`src/rtl/tiny_nn_pkg.sv`:
```
// Shared tiny_nn types: command opcodes and the job scheduler state encoding.
package tiny_nn_pkg;

  typedef enum logic [3:0] {
    CmdOpNop       = 4'h0,
    CmdOpLoadParam = 4'h1,
    CmdOpConvolve  = 4'h2,
    CmdOpReadAcc   = 4'h3
  } cmd_op_e;

  typedef enum logic [1:0] {
    SchIdle,
    SchParam,
    SchExec,
    SchDone
  } sched_state_e;

endpackage

```
`src/rtl/tiny_nn_job_sched_if.sv`:
```
// Per-requester command descriptor handshake between host command sources and the scheduler.
interface tiny_nn_job_sched_if #(
  parameter int unsigned NumReq     = 2,
  parameter int unsigned CountWidth = 12
);
  logic [NumReq-1:0]            req_valid;
  logic [NumReq-1:0]            req_ready;
  logic [NumReq*4-1:0]          req_op;
  logic [NumReq*CountWidth-1:0] req_count;

  modport master (output req_valid, req_op, req_count, input req_ready);
  modport slave  (input req_valid, req_op, req_count, output req_ready);
endinterface

```
`src/rtl/tiny_nn_rr_arb.sv`:
```
// Combinational round-robin arbiter: first requester at or after ptr wins, wrapping to index 0.
module tiny_nn_rr_arb #(
  parameter  int unsigned NumReq = 2,
  localparam int unsigned IdW    = $clog2(NumReq)
) (
  input  logic [NumReq-1:0] req,
  input  logic [IdW-1:0]    ptr,
  output logic [NumReq-1:0] gnt,
  output logic [IdW-1:0]    gnt_idx,
  output logic              gnt_valid
);
  logic [NumReq-1:0] at_or_after;
  logic [NumReq-1:0] pick;

  for (genvar gi = 0; gi < NumReq; gi++) begin : g_mask
    assign at_or_after[gi] = (IdW'(gi) >= ptr);
  end

  // Prefer requesters at/after ptr; fall back to the whole vector to wrap around.
  assign pick      = |(req & at_or_after) ? (req & at_or_after) : req;
  assign gnt_valid = |req;

  always_comb begin
    gnt_idx = '0;
    for (int i = NumReq - 1; i >= 0; i--) begin
      if (pick[i]) gnt_idx = IdW'(i);
    end
  end

  for (genvar gi = 0; gi < NumReq; gi++) begin : g_gnt
    assign gnt[gi] = gnt_valid && (gnt_idx == IdW'(gi));
  end
endmodule

```
`src/rtl/tiny_nn_job_sched.sv`:
```
// Shares one tiny_nn_core between requesters: RR accept, param load, two-phase exec, completion.
// Optional performance counters are built when TINY_NN_SCHED_PERF_EN is defined.
module tiny_nn_job_sched
  import tiny_nn_pkg::*;
#(
  parameter  int unsigned NumReq         = 2,
  parameter  int unsigned CountWidth     = 12,
  parameter  int unsigned ValArrayWidth  = 4,
  parameter  int unsigned ValArrayHeight = 2,
  localparam int unsigned ValArraySize   = ValArrayWidth * ValArrayHeight,
  localparam int unsigned IdW            = $clog2(NumReq)
) (
  input  logic                    clk_i,
  input  logic                    rst_i,
  tiny_nn_job_sched_if.slave      req_if,
  input  logic                    abort_i,
  output logic                    param_req_o,
  output logic [ValArraySize-1:0] param_write_o,
  output logic [1:0]              val_shift_o,
  output logic                    mul_row_sel_o,
  output logic                    mul_en_o,
  output logic                    accumulate_en_o,
  output logic                    busy_o,
  output logic [IdW-1:0]          grant_id_o,
  output logic                    done_o,
  output logic [IdW-1:0]          done_id_o,
  output logic                    done_abort_o,
  output logic                    err_o,
  output logic [31:0]             perf_busy_o,
  output logic [15:0]             perf_jobs_o
);
  if (ValArrayHeight != 2) begin : g_bad_height
    $error("tiny_nn_job_sched: ValArrayHeight must be 2");
  end

  typedef struct packed {
    cmd_op_e               op;
    logic [CountWidth-1:0] count;
  } sched_req_t;

  sched_state_e            state_reg, state_next;
  logic [IdW-1:0]          ptr_reg, ptr_next;
  logic [IdW-1:0]          grant_id_reg, grant_id_next;
  logic [CountWidth-1:0]   count_reg, count_next;
  logic [ValArraySize-1:0] param_sel_reg, param_sel_next;
  logic                    phase_reg, phase_next;
  logic                    abort_flag_reg, abort_flag_next;
  logic                    err_reg, err_next;

  logic [NumReq-1:0]       arb_gnt;
  logic [IdW-1:0]          arb_idx;
  logic                    arb_valid;
  logic                    accept;
  sched_req_t              req_arr [NumReq];
  sched_req_t              sel_req;

  for (genvar gi = 0; gi < NumReq; gi++) begin : g_unpack
    assign req_arr[gi].op    = cmd_op_e'(req_if.req_op[gi*4 +: 4]);
    assign req_arr[gi].count = req_if.req_count[gi*CountWidth +: CountWidth];
  end

  tiny_nn_rr_arb #(.NumReq(NumReq)) u_arb (
    .req       (req_if.req_valid),
    .ptr       (ptr_reg),
    .gnt       (arb_gnt),
    .gnt_idx   (arb_idx),
    .gnt_valid (arb_valid)
  );

  // Ready is withheld during reset so no descriptor is consumed and then lost.
  assign accept           = (state_reg == SchIdle) && arb_valid && !rst_i;
  assign req_if.req_ready = accept ? arb_gnt : '0;
  assign sel_req          = req_arr[arb_idx];

  always_comb begin
    state_next      = state_reg;
    ptr_next        = ptr_reg;
    grant_id_next   = grant_id_reg;
    count_next      = count_reg;
    param_sel_next  = param_sel_reg;
    phase_next      = phase_reg;
    abort_flag_next = abort_flag_reg;
    err_next        = 1'b0;
    param_req_o     = 1'b0;
    param_write_o   = '0;
    val_shift_o     = 2'b00;
    mul_row_sel_o   = 1'b0;
    mul_en_o        = 1'b0;
    accumulate_en_o = 1'b0;
    done_o          = 1'b0;
    unique case (state_reg)
      SchIdle: begin
        if (accept) begin
          ptr_next = (arb_idx == IdW'(NumReq - 1)) ? '0 : arb_idx + IdW'(1);
          if (sel_req.op == CmdOpConvolve) begin
            grant_id_next   = arb_idx;
            count_next      = sel_req.count;
            param_sel_next  = ValArraySize'(1);
            abort_flag_next = 1'b0;
            state_next      = SchParam;
          end else begin
            err_next = 1'b1;
          end
        end
      end
      SchParam: begin
        param_write_o = param_sel_reg;
        param_req_o   = |param_sel_reg;
        if (abort_i) begin
          abort_flag_next = 1'b1;
          state_next      = SchDone;
        end else if (param_sel_reg[ValArraySize-1]) begin
          phase_next = 1'b0;
          state_next = SchExec;
        end else begin
          param_sel_next = param_sel_reg << 1;
        end
      end
      SchExec: begin
        val_shift_o     = {phase_reg, ~phase_reg};
        mul_row_sel_o   = phase_reg;
        mul_en_o        = 1'b1;
        accumulate_en_o = phase_reg;
        phase_next      = ~phase_reg;
        // Abort takes priority over the final exec cycle.
        if (abort_i) begin
          abort_flag_next = 1'b1;
          state_next      = SchDone;
        end else if (phase_reg) begin
          if (count_reg != '0) count_next = count_reg - CountWidth'(1);
          else                 state_next = SchDone;
        end
      end
      SchDone: begin
        done_o     = 1'b1;
        state_next = SchIdle;
      end
      default: state_next = SchIdle;
    endcase
  end

  always_ff @(posedge clk_i) begin
    if (rst_i) begin
      state_reg      <= SchIdle;
      ptr_reg        <= '0;
      grant_id_reg   <= '0;
      count_reg      <= '0;
      param_sel_reg  <= '0;
      phase_reg      <= 1'b0;
      abort_flag_reg <= 1'b0;
      err_reg        <= 1'b0;
    end else begin
      state_reg      <= state_next;
      ptr_reg        <= ptr_next;
      grant_id_reg   <= grant_id_next;
      count_reg      <= count_next;
      param_sel_reg  <= param_sel_next;
      phase_reg      <= phase_next;
      abort_flag_reg <= abort_flag_next;
      err_reg        <= err_next;
    end
  end

  assign busy_o       = (state_reg != SchIdle);
  assign grant_id_o   = busy_o ? grant_id_reg : '0;
  assign done_id_o    = done_o ? grant_id_reg : '0;
  assign done_abort_o = done_o && abort_flag_reg;
  assign err_o        = err_reg;

`ifdef TINY_NN_SCHED_PERF_EN
  logic [31:0] perf_busy_reg;
  logic [15:0] perf_jobs_reg;

  always_ff @(posedge clk_i) begin
    if (rst_i) begin
      perf_busy_reg <= '0;
      perf_jobs_reg <= '0;
    end else begin
      if (busy_o && !(&perf_busy_reg))                    perf_busy_reg <= perf_busy_reg + 32'd1;
      if (done_o && !abort_flag_reg && !(&perf_jobs_reg)) perf_jobs_reg <= perf_jobs_reg + 16'd1;
    end
  end

  assign perf_busy_o = perf_busy_reg;
  assign perf_jobs_o = perf_jobs_reg;
`else
  assign perf_busy_o = '0;
  assign perf_jobs_o = '0;
`endif
endmodule

```
`src/flat_wrapper.sv`:
```
// flat-port wrapper written by rule: the top's interface ports become plain ports
module tiny_nn_job_sched_flat import tiny_nn_pkg::*;
#(
  parameter  int unsigned NumReq         = 2,
  parameter  int unsigned CountWidth     = 12,
  parameter  int unsigned ValArrayWidth  = 4,
  parameter  int unsigned ValArrayHeight = 2,
  localparam int unsigned ValArraySize   = ValArrayWidth * ValArrayHeight,
  localparam int unsigned IdW            = $clog2(NumReq)
)
  (clk_i, rst_i, abort_i, param_req_o, param_write_o, val_shift_o, mul_row_sel_o, mul_en_o, accumulate_en_o, busy_o, grant_id_o, done_o, done_id_o, done_abort_o, err_o, perf_busy_o, perf_jobs_o, req_if_req_valid, req_if_req_op, req_if_req_count, req_if_req_ready);
  tiny_nn_job_sched_if #(.NumReq(NumReq), .CountWidth(CountWidth)) req_if_i ();
  input  logic clk_i;
  input  logic rst_i;
  input  logic abort_i;
  output logic param_req_o;
  output logic [ValArraySize-1:0] param_write_o;
  output logic [1:0] val_shift_o;
  output logic mul_row_sel_o;
  output logic mul_en_o;
  output logic accumulate_en_o;
  output logic busy_o;
  output logic [IdW-1:0] grant_id_o;
  output logic done_o;
  output logic [IdW-1:0] done_id_o;
  output logic done_abort_o;
  output logic err_o;
  output logic [31:0] perf_busy_o;
  output logic [15:0] perf_jobs_o;
  input wire logic [$bits(req_if_i.req_valid)-1:0] req_if_req_valid;
  input wire logic [$bits(req_if_i.req_op)-1:0] req_if_req_op;
  input wire logic [$bits(req_if_i.req_count)-1:0] req_if_req_count;
  output wire logic [$bits(req_if_i.req_ready)-1:0] req_if_req_ready;
  assign req_if_i.req_valid = req_if_req_valid;
  assign req_if_i.req_op = req_if_req_op;
  assign req_if_i.req_count = req_if_req_count;
  assign req_if_req_ready = req_if_i.req_ready;
  tiny_nn_job_sched #(.NumReq(NumReq), .CountWidth(CountWidth), .ValArrayWidth(ValArrayWidth), .ValArrayHeight(ValArrayHeight)) u_core (.clk_i(clk_i), .rst_i(rst_i), .req_if(req_if_i), .abort_i(abort_i), .param_req_o(param_req_o), .param_write_o(param_write_o), .val_shift_o(val_shift_o), .mul_row_sel_o(mul_row_sel_o), .mul_en_o(mul_en_o), .accumulate_en_o(accumulate_en_o), .busy_o(busy_o), .grant_id_o(grant_id_o), .done_o(done_o), .done_id_o(done_id_o), .done_abort_o(done_abort_o), .err_o(err_o), .perf_busy_o(perf_busy_o), .perf_jobs_o(perf_jobs_o));
endmodule
```
`config.mk`:
```
export PLATFORM = sky130hd
export DESIGN_NAME = tiny_nn_job_sched_flat
export DESIGN_NICKNAME = d
export VERILOG_FILES = /design/src/rtl/tiny_nn_pkg.sv /design/src/rtl/tiny_nn_job_sched_if.sv /design/src/rtl/tiny_nn_rr_arb.sv /design/src/rtl/tiny_nn_job_sched.sv /design/src/flat_wrapper.sv
export SDC_FILE = /design/constraint.sdc
export NUM_CORES = 1
export LEC_CHECK = 0
export ABC_AREA = 0
export CAP_MARGIN = 5
export CORE_ASPECT_RATIO = 1.2
export CORE_MARGIN = 4
export CORE_UTILIZATION = 41
export CTS_CLUSTER_DIAMETER = 200
export DETAILED_ROUTE_END_ITERATION = 16
export GPL_ROUTABILITY_DRIVEN = 0
export MAX_ROUTING_LAYER = met4
export PLACE_DENSITY = 0.83
export SYNTH_ARGS = -nofsm -noshare
export SYNTH_HDL_FRONTEND = slang
export SYNTH_SLANG_ARGS = --single-unit
```
`constraint.sdc`:
```
create_clock -name clk_i -period 2.6 [get_ports clk_i]
set_clock_uncertainty 0.05 [all_clocks]
set_input_delay 0.52 -clock clk_i [delete_from_list [all_inputs] [get_ports clk_i]]
set_output_delay 0.52 -clock clk_i [all_outputs]
set_load 0.05 [all_outputs]
```
## Word level (Yosys, flattened, before mapping)

Cells that the tools add are included.

- Memories kept: 0
- RAM bits: 0
- Input bits: 37
- Output and inout port bits: 70
- Bits in latches: 0
- Memory bits (read-only): 0
- Register bits after elaboration: 27

- Reduce and logical (&&, ||, !) cells: 26
- Muxes and demuxes: 43
- Divide/modulo/power cells: 0
- Shift-type cells: 0
- Equal/unequal tests: 16
- $lt $le $gt $ge: 3
- $mul: 0
- $add $sub $neg: 2
- Bitwise logic cells: 6

Operators with widths:

| cell | count |
|---|---|
| two-way mux 12 bit | 5 |
| two-way mux 16 bit | 3 |
| two-way mux 8 bit | 5 |
| case mux 12 bit (2 select lines) | 1 |
| two-way mux 2 bit | 10 |
| case mux 8 bit (2 select lines) | 1 |
| two-way mux 1 bit | 15 |
| nonzero test 12 bit | 1 |
| subtractor 12 x 1 -> 12 bit (second input constant) | 1 |
| != test 2 x 1 -> 1 bit (second input constant) | 5 |
| AND reduction 5 bit | 2 |
| nonzero test 2 bit | 5 |
| != test 2 bit (second input constant) | 4 |
| case mux 2 bit (4 select lines) | 1 |
| AND reduction 4 bit | 2 |
| OR reduction 8 bit | 1 |
| != test 3 x 2 -> 1 bit (second input constant) | 2 |
| AND reduction 3 bit | 2 |
| AND reduction 6 bit | 1 |
| OR reduction 2 bit | 3 |
| logical AND 1 bit | 5 |
| equality test 2 bit (second input constant) | 2 |
| equality test 4 x 2 -> 1 bit (second input constant) | 1 |
| NOT 1 bit | 4 |
| 12 further kinds | 14 |

## Longest topological paths before layout

Gate-level depths: netlist (run 1).

- Depth after elaboration: 14
- Gate-level depth with buffers: 10

## Cells and area by module

Synthesis (run 1) repeated with hierarchy kept, for this count alone.

- Cell total of the unflattened synthesis: 285
- Area, all modules: 2298.5 µm²

By module, submodules not included:

| module | cells an instance | times used | area an instance (µm²) | seq. area each (µm²) |
|---|---|---|---|---|
| tiny_nn_job_sched | 280 | 1 | 2265.9 | 540.5 |
| tiny_nn_rr_arb | 5 | 1 | 32.5 | 0.0 |

## Least setup slack after synthesis (run 1)

No wires, ideal clock.

- Path kind: reg-to-output
- From: register u_core.state_reg[0]
- To: output mul_row_sel_o
- Slack: -0.481 ns
- Cell stages (with the launch flop): 8
- Data arrival time: 2.511 ns
- Path buffers: 3
- Cell sequence: dfxtp_1 -> inv_1 -> ha_1 -> clkbuf_1 -> inv_1 -> clkbuf_1 -> nor2_1 -> buf_4

- Cells in the longest elaborated chain, start to end: 2

Ends and longest elaborated chain:

| element | line | source |
|---|---|---|
| start: declaration | tiny_nn_job_sched.sv:41 | `sched_state_e state_reg, state_next;` |
| start signal: assignment | tiny_nn_job_sched.sv:144 | `state_reg <= SchIdle;` |
| start signal: assignment | tiny_nn_job_sched.sv:153 | `state_reg <= state_next;` |
| equality test 2 bit | -- |  |
| two-way mux 1 bit | -- |  |
| end: declaration | flat_wrapper.sv:19 | `output logic mul_row_sel_o;` |

Every way passes these cells.

## Final worst setup path (run 1)

- From: input req_if_req_valid[0]
- To: output req_if_req_ready[1]

- Cells in the longest elaborated chain, start to end: 7
- Elaborated cells between the ends (all ways): 10
- Classes of those cells: 4 x mux; 1 x bitwise; 5 x reduce/logical

Ends and longest elaborated chain:

| element | line | source |
|---|---|---|
| start: declaration | flat_wrapper.sv:30 | `input wire logic [$bits(req_if_i.req_valid)-1:0] req_if_req_valid;` |
| bitwise AND 2 bit | tiny_nn_rr_arb.sv:20 | `assign pick = \|(req & at_or_after) ? (req & at_or_after) : req;` |
| OR reduction 2 bit | tiny_nn_rr_arb.sv:20 |  |
| two-way mux 2 bit | tiny_nn_rr_arb.sv:20 |  |
| two-way mux 1 bit (2 in a row) | tiny_nn_rr_arb.sv:26 | `if (pick[i]) gnt_idx = IdW'(i);` |
| logical AND 1 bit | tiny_nn_rr_arb.sv:31 | `assign gnt[gi] = gnt_valid && (gnt_idx == IdW'(gi));` |
| two-way mux 2 bit * | tiny_nn_job_sched.sv:72 | `assign req_if.req_ready = accept ? arb_gnt : '0;` |
| end: declaration | flat_wrapper.sv:33 | `output wire logic [$bits(req_if_i.req_ready)-1:0] req_if_req_ready;` |

Every way passes the cells marked *; elsewhere a longest branch is shown, timed or not.

==> results.md, run 1 <==
* Outcome: completed
* Critical Path End Type: output port
* Switch Pwr at 0.704 mW
* Logic gate share of total power at 0.538
* Storage cell area at 541 µm²
* # DRC at 0
* GRT overflow at 0
* Share of post-route cells with drive strength above 1 at 0.135
* Final hold slack at 435 ps
* Overall die width at 74.4 µm
* Reg-to-reg slack, setup at 500 ps
* Total setup buffers inserted after CTS at 0
* Hold buffer count at CTS at 0
* Core Region at 0.00504 mm²
* Row count at 28
* PortBufs at 58
* Worst setup SP type: input port
* Slew Limit Fails at 0
* Via density at 5.11
* Post-synth EDFFs at 0
* Clk_lat worst skew at 270 ps
* Final Cell Area at 0.00278 mm²
* Starting DRT DRC Count at 105
* Final cycle utilization of the critical path at 0.940
* CP Class: in2out
* Yosys cell types at 44
* Switch share at 0.446
* RSZ-0062 raised after global routing: no
* Fin crit period at 2440 ps
* First-pass GRT wire length at 8870 µm
* Leakage at 1.17 nW
* Path depth of the worst reg2reg path at 8
* Slew HR at 0.664
* Count leader, synth: buf_4
* Initial Util at 0.430
* Root Driver: clkbuf_8
* DR WL/cell at 13.7 µm
* Top layer used by detailed routing: met4
* Number of gates resized after cts at 0
* M1 WL at 2330 µm
* Hold Crit Class: reg2reg
* Post-route ant nets at 0
* DP Area at 0.00271 mm²
* Routed WL at 5580 µm
* Cell Pwr Density at 568 mW/mm²
* Clk pwr share at 0.152
* Number of global-route vias before repair at 1972
* Hold Crit Depth at 2
* Total routing usage reported by global routing at 0.172
* Sequential area share after synthesis at 0.249
* Register bit total from synthesis at 27
* H-tree lvl count at 1
* Area contributors post-synth: dfxtp_1 (25%), buf_4 (18%), a21oi_1 (5.1%), ha_1 (4.0%), nand2_1 (4.0%)
* N_diodes at 0
* Hold Path Sink: u_core.count_reg[10]
* Setup Viol. Count Final at 0
* Hold_sp: u_core.count_reg[10]
* Top-Level Pins at 107
* Syn-to-layout area delta at 28.2%
* Share of the synthesized area in the top cell type at 0.249
* Total CTS buffers at 3
* Seq pwr share at 0.310
* Max Clk Rate at 409 MHz
* Pin count of the biggest net entering global routing at 22
* Met2 Routed Length at 2730 µm
* Full die area at 0.00652 mm²
* Syn Inst Count at 288
* Area leader, netlist: dfxtp_1
* # nets final at 393
* Initial antenna violation count at 0
* Hpwl dp at 4320 µm
* CTS clock-pin slew for the worst setup and hold paths at 90 ps
* Cell Area, Synth at 0.00217 mm²
* Met3 WL at 476 µm
* Sink Count at 27
* CP arrival at 1870 ps
* Average instance area after synthesis at 7.53 µm²
* Crit-path max FO at 8
* CTS tree: done
* Final hold viol count at 0
* Worst reg2reg path startpoint: u_core.state_reg[0]
* Max FFs per register at 12
* Maxcap violations at 0
* VDD IR-drop max at 0.397 mV
* Ys flop type: dfxtp_1
* Die height at 87.7 µm
* Slew @ Worst Pin at 503 ps
* Area of the multi-input gates at 0.00135 mm²
* Critical Path RT at 2030 ps
* Fillers at 473
* Post-synth ARST share at 0
* Worst R2R End: u_core.count_reg[3]
* Cell internal pwr at 0.874 mW
* Commonest cells in the synthesized netlist: buf_4 (51), dfxtp_1 (27), nand2_1 (23)
* Via count at 2086
* Detailed Routing Iterations Pass 1 at 4
* Ys Warns at 0
* CTS max path bufs at 2
-- metal layers --
layer  vias up  global-route usage
li1       1028                   -
met2       109               0.284
met1       945               0.224
met4         0              0.0421
met3         4              0.0184
met5         -                   -
-- cell families after synthesis --
kind of cell / synth area share
fa+ha+maj: 0.0404
other cells: 0.00173
simple gates: 0.220
mux: 0.0329
buf+inv: 0.226
flops: 0.249
xor+xnor: 0.0162
compound gates: 0.214
-- power by group through the flow --
stage               Combinational (mW)  Clock (mW)  Sequential (mW)
floorplan                        0.666           0            0.498
global placement                 0.802           0            0.495
global route                     0.924       0.261            0.496
detailed placement               0.824           0            0.498
CTS                              0.825       0.246            0.488
finish                           0.849       0.240            0.489
-- final cells by class --
| cell class | instances | area share |
|---|---|---|
| flip-flops and latches | 27 | 0.194 |
| well taps | 60 | 0.0270 |
| clock buffers | 4 | 0.0162 |
| multi-input cells | 232 | 0.486 |
| repair buffers | 73 | 0.260 |
| inverters | 12 | 0.0162 |
-- cell usage in the layout, fill, tap and decap left out, types with 2 or more instances in the layout --
cell,instances
nor2b_1,4
and2_1,9
nand3_1,6
a211oi_1,6
a211o_1,7
mux2i_1,6
nor3_1,9
nor4b_1,2
ha_1,5
nor2_1,20
dfxtp_1,27
inv_1,11
o22ai_1,5
clkdlybuf4s50_1,40
or4_1,2
o21ai_0,15
a21oi_1,22
nand2b_1,2
buf_12,6
clkbuf_8,3
nor4_1,4
nand2_1,23
o32ai_1,4
xnor2_1,4
a31oi_1,2
and3_1,7
a31o_2,2
conb_1,48
buf_4,27
-- how the worst max path moves through the flow --
stage                                   start                  end  slack (ps)  cells past startpoint
final                     req_if_req_valid[0]  req_if_req_ready[1]         160                      6
after CTS                    req_if_req_op[0]  u_core.count_reg[0]           5                      7
after global placement       req_if_req_op[0]  u_core.count_reg[0]        -190                      7
after global routing      req_if_req_valid[0]  req_if_req_ready[1]          30                      6
after detailed placement     req_if_req_op[0]  u_core.count_reg[0]        -290                      7
after floorplan           u_core.state_reg[0]        mul_row_sel_o         120                      7
-- metrics by stage --
stage	instances	setup slack, ps	power (mW)	setup TNS (ps)	utilization
5_1_grt	408	27.2	1.68	0	0.551
6_report	408	157	1.58	0	0.551
4_1_cts	407	4.86	1.56	0	0.546
3_5_place_dp	403	-286	1.32	-2860	0.537
3_3_place_gp	403	-186	1.30	-1590	0.537
2_1_floorplan	335	120	1.16	0	-
-- critical path: stages --
cell and delay (ps):
clkdlybuf4s50_1 460, nand2b_1 200, buf_4 190, nand2_1 170, nor2_2 180, buf_12 150
(Power assumes the default switching activity.)
==> run 2: changes to the inputs <==
--- a/config.mk
+++ b/config.mk
@@ -7,7 +7,6 @@
 export LEC_CHECK = 0
 export ABC_AREA = 0
 export CAP_MARGIN = 5
-export CORE_ASPECT_RATIO = 1.2
 export CORE_MARGIN = 4
 export CORE_UTILIZATION = 41
 export CTS_CLUSTER_DIAMETER = 200
==> run 2 against run 1 <==
Critical path depth is the same. Critical path type unchanged. Cell count increased by 3.2%. Largest cell class unchanged. Clock power is 2% higher. Non-clock buffer count is 4 higher. Global-route usage is 0.29 points lower. Via count up 0.43%. Total power increased by 0.26%. Die area about the same.
==> results.md, run 2 (synthesis gave the netlist of run 1 again) <==
* Outcome: completed
* H-tree lvl count at 1
* Overall die width at 80.7 µm
* Worst reg2reg path startpoint: u_core.state_reg[1]
* Crit-path max FO at 9
* Worst R2R End: u_core.state_reg[1]
* Slew HR at 0.656
* VDD IR-drop max at 0.341 mV
* Leading cell type in the layout, fill and taps excluded: conb_1
* Reg-to-reg slack, setup at 570 ps
* Final core utilization at 0.551
* Hold buffer count at CTS at 0
* Root Driver: clkbuf_8
* Row count at 26
* Slew @ Worst Pin at 512 ps
* First-pass GRT wire length at 8820 µm
* Core Region at 0.00511 mm²
* Hold Crit Class: reg2reg
* Hpwl dp at 4170 µm
* # nets final at 396
* Commonest non-fill, non-tap cells in the layout: conb_1 (48), clkdlybuf4s50_1 (40), buf_4 (31)
* Final hold viol count at 0
* # DRC at 0
* Critical Path RT at 2030 ps
* Fin crit period at 2460 ps
* Cell Pwr Density at 562 mW/mm²
* Post-route ant nets at 0
* Sink Count at 27
* Total routing usage reported by global routing at 0.169
* Initial Util at 0.425
* Setup Viol. Count Final at 0
* Slew Limit Fails at 0
* DP Area at 0.00275 mm²
* Number of gates resized after cts at 1
* CP arrival at 1890 ps
* Via density at 4.98
* Critical Path End Type: output port
* GRT overflow at 0
* Final Cell Area at 0.00281 mm²
* Path depth of the worst reg2reg path at 8
* Final hold slack at 444 ps
* Via count at 2095
* Leakage at 1.18 nW
* DR WL/cell at 13.1 µm
* Pin count of the biggest net entering global routing at 24
* Clk_lat worst skew at 270 ps
* Fillers at 502
* Share of post-route cells with drive strength above 1 at 0.142
* Total CTS buffers at 3
* Number of global-route vias before repair at 2065
* Max FFs per register at 12
* N_diodes at 0
* Max Clk Rate at 407 MHz
* Hold Crit Depth at 2
* Total setup buffers inserted after CTS at 0
* PortBufs at 58
* CTS max path bufs at 2
* Routed WL at 5510 µm
* Worst setup SP type: input port
* Syn-to-layout area delta at 29.8%
* CTS clock-pin slew for the worst setup and hold paths at 100 ps
* Hold_sp: u_core.count_reg[10]
* Top-Level Pins at 107
* CP Class: in2out
* CTS tree: done
* Final cycle utilization of the critical path at 0.944
* Full die area at 0.00652 mm²
* Initial antenna violation count at 0
* Starting DRT DRC Count at 132
* Maxcap violations at 0
* Hold Path Sink: u_core.count_reg[10]
* Detailed Routing Iterations Pass 1 at 4
* RSZ-0062 raised after global routing: no
* Die height at 80.7 µm
[run 2: layer usage]
metal | track usage | share of wire | up-vias
met5 | - | 0 | -
met4 | 0.0456 | 0.020 | 0
met3 | 0.0291 | 0.076 | 10
met2 | 0.296 | 0.49 | 79
met1 | 0.200 | 0.41 | 966
li1 | - | - | 1040
[run 2: critical path, stage by stage]
cell             delay, ps
clkdlybuf4s50_1        470
nand2b_1               150
buf_4                  180
nand2_1                170
nor2_1                 220
buf_12                 170
[run 2: cell type report]
class | instances | area (µm²) | share of cell area
Inverter | 12 | 45.0 | 0.0160
Timing Repair Buffer | 77 | 753 | 0.268
Multi-Input combinational cell | 231 | 1340 | 0.477
Sequential cell | 27 | 541 | 0.192
Tap cell | 70 | 87.6 | 0.0311
Clock buffer | 4 | 45.0 | 0.0160
[run 2: report_power, final]
| group | internal, mW | switching [mW] |
|---|---|---|
| Combinational | 0.318 | 0.530 |
| Sequential | 0.451 | 0.0386 |
| Clock | 0.110 | 0.135 |
[run 2: how the worst max path moves through the flow]
stage | startpoint | end | slack (ps) | depth (start not counted)
after floorplan | u_core.state_reg[0] | mul_row_sel_o | 120 | 7
after detailed placement | req_if_req_op[0] | u_core.count_reg[1] | -220 | 7
after global placement | req_if_req_op[0] | u_core.count_reg[0] | -170 | 7
after global routing | req_if_req_op[0] | u_core.count_reg[1] | 10 | 7
final | req_if_req_valid[0] | req_if_req_ready[1] | 140 | 6
after CTS | u_core.state_reg[0] | req_if_req_ready[1] | 60 | 7
[run 2: stage by stage]
step	setup slack [ps]	TNS, ps	instances	power, mW
2_1_floorplan	120	0	335	1.16
3_3_place_gp	-172	-1950	417	1.30
3_5_place_dp	-217	-2440	417	1.32
4_1_cts	62.1	0	421	1.57
5_1_grt	13.5	0	421	1.68
6_report	145	0	421	1.58
